$ cat config.mk
export PLATFORM = sky130hd
export DESIGN_NAME = clock_timekeeper
export DESIGN_NICKNAME = d
export VERILOG_FILES = /design/src/rtl/clock_timekeeper.sv
export SDC_FILE = /design/constraint.sdc
export NUM_CORES = 1
export LEC_CHECK = 0
export ABC_CLOCK_PERIOD_IN_PS = 2850
export BUFFER_PORTS_ARGS = -buffer_cell sky130_fd_sc_hd__buf_2
export CAP_MARGIN = 20
export CORE_ASPECT_RATIO = 0.6
export CORE_UTILIZATION = 45
export CTS_BUF_LIST = sky130_fd_sc_hd__clkbuf_8
export CTS_CLUSTER_SIZE = 8
export DETAILED_ROUTE_END_ITERATION = 7
export GPL_TIMING_DRIVEN = 1
export PLACE_DENSITY_LB_ADDON = 0.05
export SYNTH_ARGS = -nofsm -noshare
export SYNTH_HDL_FRONTEND = slang
export SYNTH_SLANG_ARGS = --single-unit
$ cat constraint.sdc
create_clock -name i_clk -period 2.85 [get_ports i_clk]
set_clock_uncertainty 0.2 [all_clocks]
set_input_delay 0.4275 -clock i_clk [delete_from_list [all_inputs] [get_ports i_clk]]
set_output_delay 0.4275 -clock i_clk [all_outputs]
set_load 0.01 [all_outputs]
$ cat src/rtl/clock_timekeeper.sv
// clock_timekeeper: time-of-day counter (HH:MM:SS) driven by a sub-second timebase tick,
// with a SET mode for per-field adjustment and a combinational 12/24h hour decode.
module clock_timekeeper #(
   parameter int unsigned TICKS_PER_SEC = 1000,
   parameter int unsigned RESET_HR      = 0
) (
   input  logic       i_clk,
   input  logic       i_rstn,
   input  logic       i_ms_pulse,
   input  logic       i_set,
   input  logic       i_up,
   input  logic       i_down,
   input  logic       i_left,
   input  logic       i_right,
   input  logic       i_mode12,
   output logic [5:0] o_sec,
   output logic [5:0] o_min,
   output logic [4:0] o_hr,
   output logic       o_pm,
   output logic       o_set_mode,
   output logic [1:0] o_field,
   output logic       o_sec_tick
);

   localparam int unsigned SUB_W = (TICKS_PER_SEC > 1) ? $clog2(TICKS_PER_SEC) : 1;
   localparam logic [SUB_W-1:0] SUB_MAX = SUB_W'(TICKS_PER_SEC - 1);

   typedef enum logic {ST_RUN = 1'b0, ST_SET = 1'b1} state_e;
   typedef enum logic [1:0] {F_SEC = 2'd0, F_MIN = 2'd1, F_HR = 2'd2} field_e;

   state_e           state_q, state_d;
   field_e           field_q, field_d;
   logic [SUB_W-1:0] sub_q, sub_d;
   logic [5:0]       sec_q, sec_d;
   logic [5:0]       min_q, min_d;
   logic [4:0]       hr_q, hr_d;
   logic             tick_q, tick_d;
   logic [5:0]       hr_ext;

   assign hr_ext = {1'b0, hr_q};

   function automatic logic [5:0] wrap_inc(input logic [5:0] v, input logic [5:0] top);
      return (v == top) ? 6'd0 : v + 6'd1;
   endfunction

   function automatic logic [5:0] wrap_dec(input logic [5:0] v, input logic [5:0] top);
      return (v == 6'd0) ? top : v - 6'd1;
   endfunction

   // Next-state: i_set always wins; in SET the fields adjust independently with no carry
   always_comb begin
      state_d = state_q;
      field_d = field_q;
      sub_d   = sub_q;
      sec_d   = sec_q;
      min_d   = min_q;
      hr_d    = hr_q;
      tick_d  = 1'b0;
      case (state_q)
         ST_RUN: begin
            if (i_set) begin
               state_d = ST_SET;
               field_d = F_SEC;
               sub_d   = '0;
            end else if (i_ms_pulse) begin
               if (sub_q == SUB_MAX) begin
                  sub_d  = '0;
                  tick_d = 1'b1;
                  sec_d  = wrap_inc(sec_q, 6'd59);
                  if (sec_q == 6'd59) begin
                     min_d = wrap_inc(min_q, 6'd59);
                     if (min_q == 6'd59) hr_d = 5'(wrap_inc(hr_ext, 6'd23));
                  end
               end else begin
                  sub_d = sub_q + SUB_W'(1);
               end
            end
         end
         ST_SET: begin
            sub_d = '0;
            if (i_set) begin
               state_d = ST_RUN;
            end else begin
               if (i_right && !i_left) begin
                  case (field_q)
                     F_SEC:   field_d = F_MIN;
                     F_MIN:   field_d = F_HR;
                     default: field_d = F_SEC;
                  endcase
               end else if (i_left && !i_right) begin
                  case (field_q)
                     F_SEC:   field_d = F_HR;
                     F_HR:    field_d = F_MIN;
                     default: field_d = F_SEC;
                  endcase
               end
               if (i_up ^ i_down) begin
                  case (field_q)
                     F_SEC:   sec_d = i_up ? wrap_inc(sec_q, 6'd59) : wrap_dec(sec_q, 6'd59);
                     F_MIN:   min_d = i_up ? wrap_inc(min_q, 6'd59) : wrap_dec(min_q, 6'd59);
                     F_HR:    hr_d  = i_up ? 5'(wrap_inc(hr_ext, 6'd23)) : 5'(wrap_dec(hr_ext, 6'd23));
                     default: ;
                  endcase
               end
            end
         end
         default: state_d = ST_RUN;
      endcase
   end

   always_ff @(posedge i_clk or negedge i_rstn) begin
      if (!i_rstn) begin
         state_q <= ST_RUN;
         field_q <= F_SEC;
         sub_q   <= '0;
         sec_q   <= '0;
         min_q   <= '0;
         hr_q    <= 5'(RESET_HR);
         tick_q  <= 1'b0;
      end else begin
         state_q <= state_d;
         field_q <= field_d;
         sub_q   <= sub_d;
         sec_q   <= sec_d;
         min_q   <= min_d;
         hr_q    <= hr_d;
         tick_q  <= tick_d;
      end
   end

   // Hour is kept in 24h form; 12h mode only changes how it is presented
   always_comb begin
      o_pm = (hr_q >= 5'd12);
      o_hr = hr_q;
      if (i_mode12) begin
         if (hr_q == 5'd0)       o_hr = 5'd12;
         else if (hr_q > 5'd12)  o_hr = hr_q - 5'd12;
      end
   end

   assign o_sec      = sec_q;
   assign o_min      = min_q;
   assign o_set_mode = (state_q == ST_SET);
   assign o_field    = field_q;
   assign o_sec_tick = tick_q;

endmodule

==> results_dict.tcl, run 1 <==
set metrics [dict create \
    outcome "finished with violations" \
    failed_checks "negative hold slack" \
    synth_ff_type "dfrtp_1" \
    arrival_ps 2480 \
    critPathLaunchType "flop" \
    synthAdderAreaFrac_pct 8.25 \
    intPower_mw 1.35 \
    setup_viol 0 \
    gp_congestion 0.796 \
    port_buffers 30 \
    path_class "flop to flop" \
    core_area_mm2 0.00513 \
    critical_path_required_ps 2810 \
    cts_root_buf "clkbuf_8" \
    power_frac_clock_pct 18.7 \
    clk_latency_ps 280 \
    worst_slew_pin_slew_ps 841 \
    fin_hold_ws_ps -8.63 \
    wire_per_inst_um 14.2 \
    clock_sinks 31 \
    grt.busiest_layer "met1" \
    clk_pin_slew_ps 70 \
    finalCriticalPeriod_ps 2510 \
    synth_seq_cells 31 \
    vias 2197 \
    end_kind "flop" \
    mostFrequentLayoutCell "nand2_1" \
    finalHoldViolCount 18 \
    fin_util_pct 53.2 \
    die_area_mm2 0.00570 \
    cts_hold_buf 0 \
    diodes 0 \
    post_cts.repair.setup_buffers 0 \
    use_met3_pct 4.87 \
    track_usage_pct 20.1 \
    yosys.cell_types.count 54 \
    die_x_um 96.8 \
    area_delta_synth_final_pct 12.5 \
    drive_gt1_share_pct 15.9 \
    start_util_pct 47.3 \
    pwr-share-comb_pct 48.0 \
    vias_per_cell 5.69 \
    synth-compound-area-share_pct 25.1 \
    synth_xor_area_share_pct 4.33 \
    antenna_found_initial 0 \
    grt_pass1_vias 1950 \
    wl_um 5470 \
    critPathLaunch "o_set_mode$_DFF_PN0_" \
    grt_use_met1_pct 31.3 \
    cp_max_fo 11 \
    dr.pass1.iters 5 \
    regToRegStartpoint "o_set_mode$_DFF_PN0_" \
    pin_count 31 \
    grt_max_degree 32 \
    swShare_pct 44.6 \
    drc 0 \
    grt_setup_unrepaired "false" \
    fin_crit_sh_pct 88.2 \
    seq_power_share_pct 33.4 \
    yosysWarnings 0 \
    synth_edf_count 0 \
    slew_violations 0 \
    cts_resized 0 \
    synth_seq_area_share_pct 32.0 \
    synth_simple_gate_area_share_pct 23.9 \
    syn_area_per_cell_um2 8.22 \
    gr-total-overflow 0 \
    synth_top_family_by_area "compound AO/OA/AOI/OAI gates" \
    grt_pass1_wl_um 9270 \
    cts_max_level 2 \
    synthArstFlopShare_pct 100 \
    first_iter_violations 152 \
    powerDensity_mw_per_mm2 895 \
    max_freq_mhz 398 \
    syn-num-nets 320 \
    maxSlewHeadroom_pct 43.7 \
    post-dp-hpwl_um 4050 \
    cap_violations 0 \
    p_leak_nw 1.21 \
    synthMuxAreaShare_pct 1.29 \
    setup_tns_ps 0 \
    use_met2_pct 28.5 \
    vdd_ir_drop_max_mv 0.397 \
    p_switching_mw 1.09 \
    finish.net_count 344 \
    cts_tree "yes" \
    die_y_um 58.9 \
    numCtsBuffers 5 \
    synth_area_mm2 0.00243 \
    cts_buffer_depth 2 \
    row_count 20 \
    synth_cells 295 \
    drtAntennaViolNets 0 \
    fillers 522 \
    layout_common_cells "nand2_1 (36), dfrtp_1 (31), buf_2 (31), o21ai_0 (28), nor2_1 (26)" \
    hold_class "input pin to asynchronous set/reset pin" \
]
[sequential cells by signal, summed over array words and instances (netlist names)]
signal / count
o_set_mode: 1
o_sec_tick: 1
o_min: 6
o_field: 2
sub_q: 10
hr_q: 5
o_sec: 6
[path summary, 6_finish.rpt]
check                           slack, ps  depth (start not counted)              endpoint
worst max-delay path                  340                          5  o_min[4]$_DFFE_PN0P_
worst min-delay path                   -9                          1  sub_q[4]$_DFFE_PN0P_
worst max register to register        340                          5  o_min[4]$_DFFE_PN0P_
worst min register to register        340                          2  sub_q[8]$_DFFE_PN0P_
max in group asynchronous            2000                          1   hr_q[1]$_DFFE_PN0P_
min in group i_clk                    270                          3  sub_q[0]$_DFFE_PN0P_
[routing by layer]
layer	share of wire [%]	up-vias
met1	55	1037
met3	5.7	2
met4	0.38	0
met2	39	56
met5	0	-
li1	-	1102
[synthesized netlist by cell type (all sizes together), types with 2 or more instances]
master | instances | area [um2]
inv | 12 | 45.0
nand3 | 4 | 20.0
or2 | 3 | 18.8
a221o | 3 | 30.0
a21oi | 19 | 95.1
nor2 | 26 | 97.6
o32ai | 3 | 52.6
a31oi | 6 | 37.5
nor2b | 5 | 31.3
o21ai | 29 | 145
a311oi | 2 | 17.5
and3 | 5 | 31.3
nand4 | 5 | 31.3
a22o | 2 | 17.5
a21o | 3 | 22.5
nand3b | 5 | 37.5
ha | 16 | 200
a211oi | 5 | 37.5
buf | 6 | 36.3
nor4 | 4 | 40.0
nand2 | 36 | 135
nor3 | 7 | 35.0
xnor2 | 7 | 61.3
clkbuf | 12 | 45.0
o211ai | 3 | 36.3
o31ai | 5 | 37.5
dfrtp | 31 | 776
nand2b | 5 | 31.3
xor2 | 5 | 43.8
or3 | 3 | 18.8
mux2i | 2 | 20.0
[layout make-up]
| type | count | area (um2) | share of cell area [%] |
|---|---|---|---|
| multi-input combinational | 234 | 1520 | 55.8 |
| sequential | 31 | 776 | 28.4 |
| timing repair buffer | 35 | 185 | 6.78 |
| clock buffer | 6 | 82.6 | 3.02 |
| tap | 66 | 82.6 | 3.02 |
| inverter | 12 | 45.0 | 1.65 |
| clock inverter | 2 | 35.0 | 1.28 |
[logic make-up after synthesis]
family	count (synthesis)
simple gates	114
compound gates	89
flops	31
buf+inv	30
fa+ha+maj	16
xor+xnor	12
mux	3
[critical path, stage by stage (launching register included)]
cell and delay (ps):
dfrtp_1 590, ha_1 340, or3_1 140, nor3_1 40, a31oi_1 660, mux2_2 420
[power by group through the flow]
stage | Clock, mW | Sequential, mW | Combinational, mW
floorplan | 0 | 0.733 | 0.897
global placement | 0 | 0.817 | 1.16
detailed placement | 0 | 0.816 | 1.16
CTS | 0.465 | 0.810 | 1.17
global route | 0.483 | 0.848 | 1.32
finish | 0.456 | 0.815 | 1.17
[per-stage QoR]
stage	setup WS [ps]	area, um2	hold slack [ps]	instances	power, mW
final	337	2730	-8.63	386	2.44
after global routing	132	2730	66.1	386	2.66
after global placement	434	2610	328	377	1.98
after floorplan	603	2430	-68.1	295	1.63
after detailed placement	331	2610	327	377	1.98
after CTS	313	2730	22.1	385	2.45
Power figures use the tool's default switching activity.
==> run 2, diff against run 1 <==
- PLACE_DENSITY_LB_ADDON: 0.05 -> default
==> run 2 against run 1 <==
  * The flow now finishes without violations
  * Die area is the same
  * Final cell count is the same
  * Clock-buffer cell count grew 1
  * First-iteration DRC count shrank 9.2%
  * Sequential power is essentially flat
  * Power shrank 1.6%
  * Combinational power grew 3%
  * Critical endpoint is now o_hr[3]
  * Largest cell class unchanged
==> results_dict.tcl, run 2 (synthesized netlist as in run 1, its figures left out) <==
set metrics [dict create \
    cap_violations 0 \
    p_leak_nw 1.21 \
    post_cts.repair.setup_buffers 0 \
    grt_max_degree 32 \
    clock_sinks 31 \
    wl_um 5990 \
    finalHoldViolCount 0 \
    drive_gt1_share_pct 15.6 \
    first_iter_violations 138 \
    drtAntennaViolNets 0 \
    finalCriticalPeriod_ps 2550 \
    clk_latency_ps 280 \
    cts_buffer_depth 2 \
    clk_pin_slew_ps 60 \
    outcome "finished, final reports clean" \
    regToRegStartpoint "o_min[0]$_DFFE_PN0P_" \
    grt.busiest_layer "met1" \
    diodes 0 \
    use_met2_pct 28.5 \
    hold_class "input pin to asynchronous set/reset pin" \
    drc 0 \
    grt_pass1_vias 1921 \
    grt_pass1_wl_um 9800 \
    die_x_um 96.8 \
    critical_path_required_ps 2220 \
    slew_violations 0 \
    cts_root_buf "clkbuf_8" \
    vdd_ir_drop_max_mv 0.378 \
    maxSlewHeadroom_pct 48.3 \
    path_class "flop to output port" \
    worst-r2r-cell-count 6 \
    arrival_ps 1920 \
    area_delta_synth_final_pct 11.9 \
    cts_tree "yes" \
    cp_max_fo 6 \
    post-dp-hpwl_um 4400 \
    regArea_um2 776 \
    cts_resized 0 \
    antenna_found_initial 0 \
    fin_crit_sh_pct 89.4 \
    cts_max_level 2 \
    r2r-end "hr_q[2]$_DFFE_PN0P_" \
    grt_use_met1_pct 36.2 \
    finalPower_mw 2.40 \
    pin_count 31 \
    fin_ws_ps 302 \
    dr.pass1.iters 5 \
    multiInputGateArea_mm2 0.00152 \
    max_freq_mhz 393 \
    top_register "sub_q" \
    critPathLaunchType "flop" \
    setup_tns_ps 0 \
    die_y_um 58.9 \
    use_met3_pct 4.28 \
    powerDensity_mw_per_mm2 886 \
    worst_slew_pin_slew_ps 772 \
    numCtsBuffers 5 \
    die_area_mm2 0.00570 \
    vias_per_cell 5.88 \
    row_count 20 \
    gr-total-overflow 0 \
    vias 2270 \
    port_buffers 30 \
    setup_viol 0 \
    cts_hold_buf 0 \
    end_kind "output port" \
    core_area_mm2 0.00513 \
    finish.net_count 344 \
    fillers 484 \
    start_util_pct 47.3 \
    wire_per_inst_um 15.5 \
    pre_cts_slack_ps 400 \
    rrSetupSlack_ps 420 \
    mostFrequentLayoutCell "nand2_1" \
    gp_congestion 0.802 \
    grt_setup_unrepaired "false" \
    track_usage_pct 22.0 \
    largest_reg_flops 10 \
    layout_common_cells "nand2_1 (36), dfrtp_1 (31), buf_2 (30), o21ai_0 (28), nor2_1 (26)" \
]
run 2: changes by cell type in the layout (fill, tap and decap cells not counted):
cell and change:
clkbuf_4 +1, inv_1 +1, bufinv_16 -1, buf_2 -1
clkbuf_8 +1, clkinv_2 -1
run 2: worst max-delay path by stage:
stage	from	to	slack [ps]
after CTS	o_set_mode$_DFF_PN0_	o_sec[2]$_DFFE_PN0P_	340
after global routing	hr_q[1]$_DFFE_PN0P_	o_hr[3]	200
after floorplan	o_set_mode$_DFF_PN0_	o_min[0]$_DFFE_PN0P_	600
final	hr_q[1]$_DFFE_PN0P_	o_hr[3]	300
after global placement	o_min[0]$_DFFE_PN0P_	hr_q[2]$_DFFE_PN0P_	420
after detailed placement	o_set_mode$_DFF_PN0_	o_sec[5]$_DFFE_PN0P_	400
run 2: critical path: stages, from the launching register on:
cell and delay [ps]:
dfrtp_1 400, inv_1 160, ha_1 300, a21oi_1 110
o21ai_0 300, nor2_1 70, o21ai_0 160, buf_2 150
run 2: through the flow:
stage	area [um2]	cells	hold WS, ps	utilization (%)
6_report	2720	386	4.25	52.9
5_1_grt	2720	386	62.7	52.9
4_1_cts	2710	385	34.8	52.8
3_5_place_dp	2610	377	341	50.8
3_3_place_gp	2610	377	332	50.8
2_1_floorplan	2430	295	-68.1	-
run 2: final cells by class:
| class | instances | share of cell area, % |
|---|---|---|
| clock buffers | 7 | 3.55 |
| inverters | 12 | 1.66 |
| flip-flops and latches | 31 | 28.6 |
| repair buffers | 35 | 6.91 |
| well taps | 66 | 3.04 |
| clock inverters | 1 | 0.138 |
| multi-input cells | 234 | 56.1 |
run 2: layer usage:
layer,wire (um),vias to the layer above,part of all wire (%)
met5,0,-,0
met4,38,0,0.63
met3,379,5,6.3
met2,2290,70,38
met1,3280,1087,55
li1,-,1108,-
run 2: where the power goes:
group	total, mW	internal [mW]	leakage [nW]	switching [mW]
Sequential	0.815	0.561	0.398	0.254
Clock	0.381	0.217	0.0557	0.164
Combinational	1.21	0.511	0.756	0.698
